$ cat src/rtl/eth_cfg_pkg.sv
// eth_cfg_pkg: shared word map, error codes, FSM encoding and snapshot word mux for the config loader
package eth_cfg_pkg;

    localparam logic [3:0] CFG_CHECKSUM  = 4'd0;
    localparam logic [3:0] CFG_LPORT     = 4'd1;
    localparam logic [3:0] CFG_RPORT     = 4'd2;
    localparam logic [3:0] CFG_LIP       = 4'd3;
    localparam logic [3:0] CFG_RIP       = 4'd4;
    localparam logic [3:0] CFG_LMAC_LSB  = 4'd5;
    localparam logic [3:0] CFG_LMAC_MSB  = 4'd6;
    localparam logic [3:0] CFG_RMAC_LSB  = 4'd7;
    localparam logic [3:0] CFG_RMAC_MSB  = 4'd8;

    localparam int CFG_NUM_REGS = 9;

    localparam logic [1:0] ERR_NONE     = 2'd0;
    localparam logic [1:0] ERR_MISMATCH = 2'd1;
    localparam logic [1:0] ERR_TIMEOUT  = 2'd2;

    typedef enum logic [2:0] {ST_IDLE, ST_WR, ST_RD, ST_RWAIT, ST_FIN} state_t;

    typedef struct packed {
        logic [15:0] checksum;
        logic [15:0] local_port;
        logic [15:0] remote_port;
        logic [31:0] local_ip;
        logic [31:0] remote_ip;
        logic [47:0] local_mac;
        logic [47:0] remote_mac;
    } cfg_snap_t;

    function automatic logic [31:0] cfg_word(input cfg_snap_t s, input logic [3:0] idx);
        case (idx)
            CFG_CHECKSUM: cfg_word = {16'h0, s.checksum};
            CFG_LPORT:    cfg_word = {16'h0, s.local_port};
            CFG_RPORT:    cfg_word = {16'h0, s.remote_port};
            CFG_LIP:      cfg_word = s.local_ip;
            CFG_RIP:      cfg_word = s.remote_ip;
            CFG_LMAC_LSB: cfg_word = s.local_mac[31:0];
            CFG_LMAC_MSB: cfg_word = {16'h0, s.local_mac[47:32]};
            CFG_RMAC_LSB: cfg_word = s.remote_mac[31:0];
            CFG_RMAC_MSB: cfg_word = {16'h0, s.remote_mac[47:32]};
            default:      cfg_word = 32'h0;
        endcase
    endfunction

endpackage

$ cat src/rtl/av_eth_cfg_loader.sv
// av_eth_cfg_loader: Avalon-MM master writing the 9-word Ethernet/UDP config and optionally reading it back
module av_eth_cfg_loader
    import eth_cfg_pkg::*;
#(
    parameter int NUM_REGS     = CFG_NUM_REGS,
    parameter int READ_LATENCY = 1,
    parameter int TIMEOUT      = 255
) (
    input  logic        clk,
    input  logic        reset,
    input  logic        start,
    input  logic        verify_en,
    input  logic [15:0] checksum_i,
    input  logic [15:0] local_port_i,
    input  logic [15:0] remote_port_i,
    input  logic [31:0] local_IP_i,
    input  logic [31:0] remote_IP_i,
    input  logic [47:0] local_MAC_i,
    input  logic [47:0] remote_MAC_i,
    output logic [3:0]  address,
    output logic        write,
    output logic        read,
    output logic [31:0] writedata,
    input  logic [31:0] readdata,
    input  logic        waitrequest,
    output logic        busy,
    output logic        done,
    output logic [1:0]  err_code,
    output logic [3:0]  err_addr
);

    localparam int TW = $clog2(TIMEOUT + 1);

    state_t        state, state_n;
    cfg_snap_t     snap;
    logic          verify;
    logic [3:0]    idx;
    logic [TW-1:0] tcnt;
    logic [2:0]    lcnt;
    logic [31:0]   word;
    logic          req, accept, stall, tmo, last, rd_sample, mismatch;

    assign word      = cfg_word(snap, idx);
    assign req       = state == ST_WR || state == ST_RD;
    assign accept    = req && !waitrequest;
    assign stall     = req && waitrequest;
    assign tmo       = stall && tcnt == TW'(TIMEOUT - 1);
    assign last      = idx == 4'(NUM_REGS - 1);
    assign rd_sample = state == ST_RWAIT && lcnt == 3'(READ_LATENCY - 1);
    assign mismatch  = rd_sample && readdata != word;
    assign address   = req ? idx : 4'd0;
    assign writedata = state == ST_WR ? word : 32'd0;

    // state register; reset abandons any partial load without a done pulse
    always_ff @(posedge clk or posedge reset) begin
        if (reset)
            state <= ST_IDLE;
        else
            state <= state_n;
    end

    // next state and Moore bus/status outputs
    always_comb begin
        state_n = state;
        write   = 1'b0;
        read    = 1'b0;
        busy    = 1'b0;
        done    = 1'b0;
        case (state)
            ST_IDLE:  state_n = start ? ST_WR : ST_IDLE;
            ST_WR: begin
                write   = 1'b1;
                busy    = 1'b1;
                state_n = tmo ? ST_FIN : (accept && last) ? (verify ? ST_RD : ST_FIN) : ST_WR;
            end
            ST_RD: begin
                read    = 1'b1;
                busy    = 1'b1;
                state_n = tmo ? ST_FIN : accept ? ST_RWAIT : ST_RD;
            end
            ST_RWAIT: begin
                busy    = 1'b1;
                state_n = !rd_sample ? ST_RWAIT : (mismatch || last) ? ST_FIN : ST_RD;
            end
            ST_FIN: begin
                done    = 1'b1;
                state_n = ST_IDLE;
            end
            default:  state_n = ST_IDLE;
        endcase
    end

    // snapshot, word index, stall/latency counters and sticky error report
    always_ff @(posedge clk or posedge reset) begin
        if (reset) begin
            snap     <= '0;
            verify   <= 1'b0;
            idx      <= 4'd0;
            tcnt     <= '0;
            lcnt     <= 3'd0;
            err_code <= ERR_NONE;
            err_addr <= 4'd0;
        end else begin
            if (state == ST_IDLE && start) begin
                snap     <= '{checksum: checksum_i, local_port: local_port_i, remote_port: remote_port_i,
                              local_ip: local_IP_i, remote_ip: remote_IP_i,
                              local_mac: local_MAC_i, remote_mac: remote_MAC_i};
                verify   <= verify_en;
                idx      <= 4'd0;
                tcnt     <= '0;
                err_code <= ERR_NONE;
                err_addr <= 4'd0;
            end
            if (tmo) begin
                tcnt     <= '0;
                err_code <= ERR_TIMEOUT;
                err_addr <= idx;
            end else if (stall)
                tcnt <= tcnt + 1'b1;
            else if (accept)
                tcnt <= '0;
            if (accept && state == ST_WR)
                idx <= last ? 4'd0 : idx + 4'd1;
            if (accept && state == ST_RD)
                lcnt <= 3'd0;
            if (state == ST_RWAIT)
                lcnt <= lcnt + 3'd1;
            if (mismatch) begin
                err_code <= ERR_MISMATCH;
                err_addr <= idx;
            end else if (rd_sample && !last)
                idx <= idx + 4'd1;
        end
    end

endmodule

$ cat config.mk
export PLATFORM = sky130hd
export DESIGN_NAME = av_eth_cfg_loader
export DESIGN_NICKNAME = d
export VERILOG_FILES = /design/src/rtl/eth_cfg_pkg.sv /design/src/rtl/av_eth_cfg_loader.sv
export SDC_FILE = /design/constraint.sdc
export NUM_CORES = 1
export LEC_CHECK = 0
export BUFFER_PORTS_ARGS = -buffer_cell sky130_fd_sc_hd__buf_2
export CORE_ASPECT_RATIO = 1.5
export CORE_UTILIZATION = 50
export CTS_BUF_LIST = sky130_fd_sc_hd__clkbuf_16
export CTS_CLUSTER_DIAMETER = 100
export CTS_CLUSTER_SIZE = 10
export DETAILED_ROUTE_END_ITERATION = 7
export PLACE_DENSITY = 0.81
export SLEW_MARGIN = 30
export SYNTH_ARGS = -nofsm -noshare
export SYNTH_HDL_FRONTEND = slang
export SYNTH_SLANG_ARGS = --single-unit
$ cat constraint.sdc
create_clock -name clk -period 10.2 [get_ports clk]
set_input_delay 2.55 -clock clk [delete_from_list [all_inputs] [get_ports clk]]
set_output_delay 2.55 -clock clk [all_outputs]
set_load 0.005 [all_outputs]
# == Word-level counts from Yosys, hierarchy flattened ==
# Index checks and enable logic that the tools add are counted.
# op_classes
add_sub_neg,3
n_eq_ne,14
muxes,33
reduce_logical,21
# op_table
operator,count
32-bit case mux with 9 select lines,1
4-bit 2-to-1 mux,9
32-bit 2-to-1 mux,1
8-bit 2-to-1 mux,4
32-bit != test,1
3-bit 2-to-1 mux,8
4-bit by 3-bit == test with 1-bit output (second input constant),4
3-bit case mux with 4 select lines,1
1-bit logical AND,10
8-bit by 1-bit adder with 8-bit output (second input constant),1
4-bit by 2-bit == test with 1-bit output (second input constant),2
8-bit == test (second input constant),1
3-bit by 2-bit == test with 1-bit output (second input constant),2
3-bit logical NOT,2
1-bit 2-to-1 mux,6
2-bit 2-to-1 mux,3
4-bit by 1-bit adder with 4-bit output (second input constant),1
4-bit by 1-bit == test with 1-bit output (second input constant),1
4-bit == test (second input constant),1
4-bit logical NOT,1
4-bit nonzero test,1
3-bit by 1-bit adder with 3-bit output (second input constant),1
3-bit by 1-bit == test with 1-bit output (second input constant),1
3-bit == test (second input constant),1
other kinds (5),7
# totals
ff_bits,233
in_bits,245
output_inout_bits,46

# == Logic depth before layout (Yosys ltp) ==
# depth
word_depth,8
depth_mapped,14
ltp_nobuf,11

# == Least setup slack after synthesis ==
# Ideal clock, no wire load.
# synth_timing
path_type,register to output
startpoint,register idx[0]
endpoint,output writedata[20]
arrival_ns,1.835
slack_ns,5.815
path_stages_with_launch,9
cell_sequence,dfrtp_1 > inv_1 > ha_1 > buf_6 > buf_2 > buf_1 > nand2_1 > a311oi_1 > and2_1
# synth_between
elab_chain_len,3
elab_cells_between_ends,11
classes_between,8 x eq/ne; 2 x mux; 1 x reduce/logical
# synth_rtl
item,line_no,source
start: declaration,av_eth_cfg_loader.sv:37,logic [3:0] idx;
start signal: assignment,av_eth_cfg_loader.sv:123,idx <= last ? 4'd0 : idx + 4'd1;
start signal: assignment,av_eth_cfg_loader.sv:132,idx <= idx + 4'd1;
"4-bit == test, or another cell as far along",eth_cfg_pkg.sv:33,case (idx)
32-bit case mux with 9 select lines *,eth_cfg_pkg.sv:33,
32-bit 2-to-1 mux *,av_eth_cfg_loader.sv:52,assign writedata = state == ST_WR ? word : 32'd0;
end: declaration,av_eth_cfg_loader.sv:23,"output logic [31:0] writedata,"
# Mark *: on every way between the ends. The rest lies on a longest branch, timed or not.

# == Final worst setup path ==
# layout_timing
startpoint,register state[0]
endpoint,output writedata[30]
# layout_between
elab_chain_len,2
# layout_rtl
item,line_no,source
start: declaration,av_eth_cfg_loader.sv:34,"state_t state, state_n;"
start signal: assignment,av_eth_cfg_loader.sv:59,state <= state_n;
3-bit by 1-bit == test with 1-bit output,av_eth_cfg_loader.sv:52,
32-bit 2-to-1 mux,av_eth_cfg_loader.sv:52,
# No other way between the ends.

==> flow_results.org <==
** Logic synthesis
- Fraction of registers with async set/reset :: 1.000
- Dominant combinational cell family by area after synthesis :: simple AND/OR/NAND/NOR gates
- In this run, synthesis inferred 0 flip-flops with an integrated enable.
- Synthesis instantiated 59 different standard cells from the library.
- FF+latch count, synth :: between 200 and 250
- Of the total synthesized cell area, the portion taken by full adders, half adders and majority gates is 0.008747.
- Most common flop cell mapped by yosys :: sky130_fd_sc_hd__dfrtp_1
- The largest total area in the synthesized netlist belongs to sky130_fd_sc_hd__dfrtp_1.
- By count the netlist is led by sky130_fd_sc_hd__nand2_1, sky130_fd_sc_hd__dfrtp_1, sky130_fd_sc_hd__clkbuf_1.
- sky130_fd_sc_hd__nand2_1 is the most common cell in the netlist.
- The compound-gate portion of the synthesized area came to 0.1138.
- Of the total synthesized cell area, the portion taken by AND, OR, NAND and NOR gates is 0.2835.
- For this run, the number of Yosys warnings is 0.
- Of the post-synthesis cell area, the dominant cell type holds 0.5095.
- Of the total synthesized cell area, the portion taken by XOR and XNOR cells is 0.02373.
- Synth area leaders :: sky130_fd_sc_hd__dfrtp_1, sky130_fd_sc_hd__nand2_1, sky130_fd_sc_hd__a22oi_1, sky130_fd_sc_hd__clkbuf_1, sky130_fd_sc_hd__a21oi_1
- Sequential fraction of the synthesis area :: 0.5095
- Avg Cell Area, Syn :: roughly 8.3 µm²
- Of the post-synthesis cell area, the part taken by muxes is 0.01892.
- Number of nets in the synthesized netlist :: around 1.6k
- Synthesis produced a netlist whose cell count is between 1k and 1.5k.
- Summed instance area of the synthesized netlist :: 11440 µm²

** Floorplan
- The die covers between 20000 and 25000 µm².
- Starting Density :: 0.5113
- Core Box Area :: around 22000 µm²
- Die span in y :: ~190 µm
- Boundary Pins :: ~290
- The initialized floorplan defines 67 standard-cell rows.
- Floorplan die width :: between 100 and 150 µm

** Routing
- The detailed router finished its first iteration with roughly 1.1k violations.
- DR WL/cell :: between 15 and 20 µm
- The routed design has between 30000 and 40000 µm of wire.
- First-pass iteration count of the detailed router :: 8
- Total vias in the final route :: ~11k
- Via-per-instance ratio :: about 5.7
- DRC violation count after routing :: 17
- Detail Route Antenna Nets :: 0

** STA
- Period Utilization, post-route :: 0.5685
- Unrepaired setup endpoints after global routing :: no
- Final min period :: between 5 and 6 ns
- Fmax achieved :: approximately 170 MHz
- In this run the tightest slew margin relative to its limit is 0.4110.
- The clock arrives with around 0.012 ns of skew.
- Number of pins with negative max-slew slack in the final report :: 0
- Final Setup Violations :: 0
- Final-report hold violation count :: 0
- The worst path meets setup with 4.402 ns of slack.
- Actual transition at the worst max-transition pin :: 0.8835 ns
- Across all hold checks on the routed design, the worst slack comes to 0.4730 ns.
- For the final routed database, the setup TNS stands at 0 ns.

** Layout
- In the final layout, the share of cells above drive strength 1 is 0.2182.
- Final standard cell area without fillers :: about 14000 µm²
- After the last flow step, the layout net total stands at between 1.5k and 2k.
- The finished layout holds 1906 standard cells, fillers aside.
- Area growth from synthesis to layout :: 19.43%

** CTS
- Max Buffers Root-to-Sink :: 3
- TritonCTS buffer count :: 27
- Clock tree from TritonCTS :: done
- Clock latency on the worst-skew pair, taken at its later pin, is roughly 0.53 ns.
- Post-cts gate resize count :: 0
- Root Driver :: sky130_fd_sc_hd__clkbuf_16
- The clock drives about 230 sinks.
- # Post-CTS Setup Buffers :: 0
- Htree depth :: 1
- CTS hold repair buffers :: 0
- Clock-pin slew was measured on the worst setup and hold paths at ~0.06 ns.

** Critical path
- In this design, the stage delay of the slowest critical-path cell is slightly below 0.8 ns.
- R2r startpoint :: idx[1]$_DFF_PP0_
- The critical path in this run is classified as flip-flop to output pin.
- Terminus of the critical flop-to-flop path :: idx[2]$_DFF_PP0_
- The worst register-to-register path has a setup slack of approximately 5.7 ns.
- At the worst endpoint, the required time is around 7.7 ns.
- The critical path contains buffers and inverters numbering 2 combined.
- Critical Path End Type :: output pin
- Setup crit end :: writedata[30]
- The worst setup path is launched from a flip-flop.
- Crit path max-delay cell type :: sky130_fd_sc_hd__or3b_2
- Of all nets on the critical path, the largest fanout is 19.
- Cell depth of the worst setup path :: 5
- The worst register-to-register path has a depth of 12.
- On the critical path the largest part of the delay comes from simple AND/OR/NAND/NOR gates.
- Crit. Startpoint :: state[0]$_DFF_PP0_
- Data arrives at the worst endpoint at roughly 3.3 ns.
- Traced cell by cell, the critical path runs through or3b_2 > inv_1 > nand2_1 > a311oi_1 > buf_2.

** Run status
- The flow ran to the end, but the final reports show violations.
- The final reports fail on design-rule violations.

** Pwr
- Across the VDD grid, the largest voltage drop is about 150 µV.
- The internal power of the cells totals roughly 0.0024 W.
- Of the total power, registers draw 0.391.
- Switching share of power :: 0.4048
- The share of total power dissipated in combinational logic is 0.408.
- For this design the total switching power over the nets is between 0.0015 and 0.002 W.
- The analysis attributes to cell leakage a power of 7.183 nW.
- For this design the ratio of total power to cell area is 298.2 nW/µm².
- Clock power frac :: 0.201

** Global route
- First-pass GRT wire length :: roughly 55000 µm
- Largest net degree at the start of global routing :: 121
- The initial antenna violation count is 5.
- The via count of the first global-routing pass is roughly 11k.
- Gr ovfl total :: 0
- GRT Util Overall :: 0.2987

** Placed design
- Summed over all nets, the half-perimeter wirelength after detailed placement is about 24000 µm.
- Instance area at placement :: ~13000 µm²
- Timing analysis after detailed placement gives a worst setup slack of roughly 5.0 ns.
- Number of buffers inserted by port buffering :: 290
- After detailed placement, the design holds a cell count of about 1.9k.
- The congestion estimate from routability-driven global placement came to a little under 0.9.

** Hold path
- In this run the worst hold path is classified as flip-flop to flip-flop.

** Job
- Number of max-cap violations :: 0
[cells in the final DEF, fill, tap and decap left out, types with 6 or more instances in the layout]
master and count:
sky130_fd_sc_hd__a211oi_1 10, sky130_fd_sc_hd__a21oi_1 34, sky130_fd_sc_hd__a221oi_1 7, sky130_fd_sc_hd__a222oi_1 16, sky130_fd_sc_hd__a22oi_1 35, sky130_fd_sc_hd__a311oi_1 14, sky130_fd_sc_hd__a31oi_1 7, sky130_fd_sc_hd__and2_1 7
sky130_fd_sc_hd__and3_1 10, sky130_fd_sc_hd__buf_2 290, sky130_fd_sc_hd__buf_4 7, sky130_fd_sc_hd__clkbuf_16 27, sky130_fd_sc_hd__dfrtp_1 231, sky130_fd_sc_hd__inv_1 14, sky130_fd_sc_hd__mux2i_1 13, sky130_fd_sc_hd__nand2_1 684
sky130_fd_sc_hd__nand2b_1 7, sky130_fd_sc_hd__nand3_1 20, sky130_fd_sc_hd__nor2_1 40, sky130_fd_sc_hd__nor2b_1 7, sky130_fd_sc_hd__nor3_1 9, sky130_fd_sc_hd__nor4_1 6, sky130_fd_sc_hd__o21ai_0 23, sky130_fd_sc_hd__o22ai_1 6
sky130_fd_sc_hd__xnor2_1 16, sky130_fd_sc_hd__xor2_1 15
[state kept, by name (all words and copies together), names as in the netlist]
| signal | cells |
|---|---|
| err_addr | 4 |
| err_code | 2 |
| idx | 4 |
| lcnt | 3 |
| snap | 208 |
| state | 3 |
| tcnt | 8 |
| verify | 1 |
[worst reg2reg max path: stages, from the launching register on]
cell and delay, ns:
sky130_fd_sc_hd__dfrtp_1 0.41, sky130_fd_sc_hd__inv_1 0.15, sky130_fd_sc_hd__ha_2 0.57, sky130_fd_sc_hd__buf_4 0.44, sky130_fd_sc_hd__a222oi_1 0.19, sky130_fd_sc_hd__a221oi_1 0.44, sky130_fd_sc_hd__a311oi_2 0.14, sky130_fd_sc_hd__xnor2_1 0.18
sky130_fd_sc_hd__nor4_1 0.66, sky130_fd_sc_hd__nand3_1 0.30, sky130_fd_sc_hd__or4_4 0.64, sky130_fd_sc_hd__a21oi_1 0.18, sky130_fd_sc_hd__a211oi_1 0.07
[final cells by class]
type | instances | area, µm²
Antenna cell | 3 | 7.507
Clock inverter | 3 | 16.27
Multi-Input combinational cell | 1049 | 5161
Inverter | 13 | 56.30
Fill cell | 1986 | 8716
Tap cell | 276 | 345.3
Clock buffer | 27 | 675.6
Timing Repair Buffer | 302 | 1569
Sequential cell | 233 | 5836
[power by group through the flow]
stage	clock [W]	sequential (W)	combinational (W)
6_report	0.000821	0.00159	0.00166
5_1_grt	0.000863	0.00164	0.00184
4_1_cts	0.000833	0.00158	0.00165
3_5_place_dp	0	0.00159	0.00164
3_3_place_gp	0	0.00158	0.00160
2_1_floorplan	0	0.00150	0.00114
[cells by family (layout without fill, tap and decap cells)]
logic type / count (synthesis) / after routing
other: 0 / 3
AO/OA/AOI/OAI: 180 / 180
XOR/XNOR: 31 / 31
buffers and inverters: 103 / 345
AND/OR/NAND/NOR: 810 / 810
flip-flops: 233 / 233
adder cells (fa/ha/maj): 8 / 8
multiplexers: 20 / 20
[how the worst min path moves through the flow]
stage	from	end	slack, ns	cells after the start
2_1_floorplan	snap[40]$_DFFE_PP0P_	snap[40]$_DFFE_PP0P_	0.44	2
3_3_place_gp	snap[139]$_DFFE_PP0P_	snap[139]$_DFFE_PP0P_	0.46	2
3_5_place_dp	snap[174]$_DFFE_PP0P_	snap[174]$_DFFE_PP0P_	0.46	2
4_1_cts	snap[205]$_DFFE_PP0P_	snap[205]$_DFFE_PP0P_	0.48	2
5_1_grt	snap[89]$_DFFE_PP0P_	snap[89]$_DFFE_PP0P_	0.49	2
6_report	snap[126]$_DFFE_PP0P_	snap[126]$_DFFE_PP0P_	0.47	2
[metal layers]
| metal | global-route usage | vias up | wire (µm) |
|---|---|---|---|
| met2 | 0.5013 | 544 | 17270 |
| met3 | 0.04005 | 112 | 2731 |
| li1 | - | 5028 | - |
| met4 | 0.1651 | 2 | 1898 |
| met5 | 0 | - | 11 |
| met1 | 0.3718 | 5132 | 13390 |
[per-stage QoR]
stage	total power, W	utilization
5_1_grt	0.004339	0.6106
3_5_place_dp	0.003234	0.5779
3_3_place_gp	0.003175	0.5774
6_report	0.004076	0.6106
2_1_floorplan	0.002640	-
4_1_cts	0.004068	0.6088
Note: power is estimated with default switching activity, not from simulation.
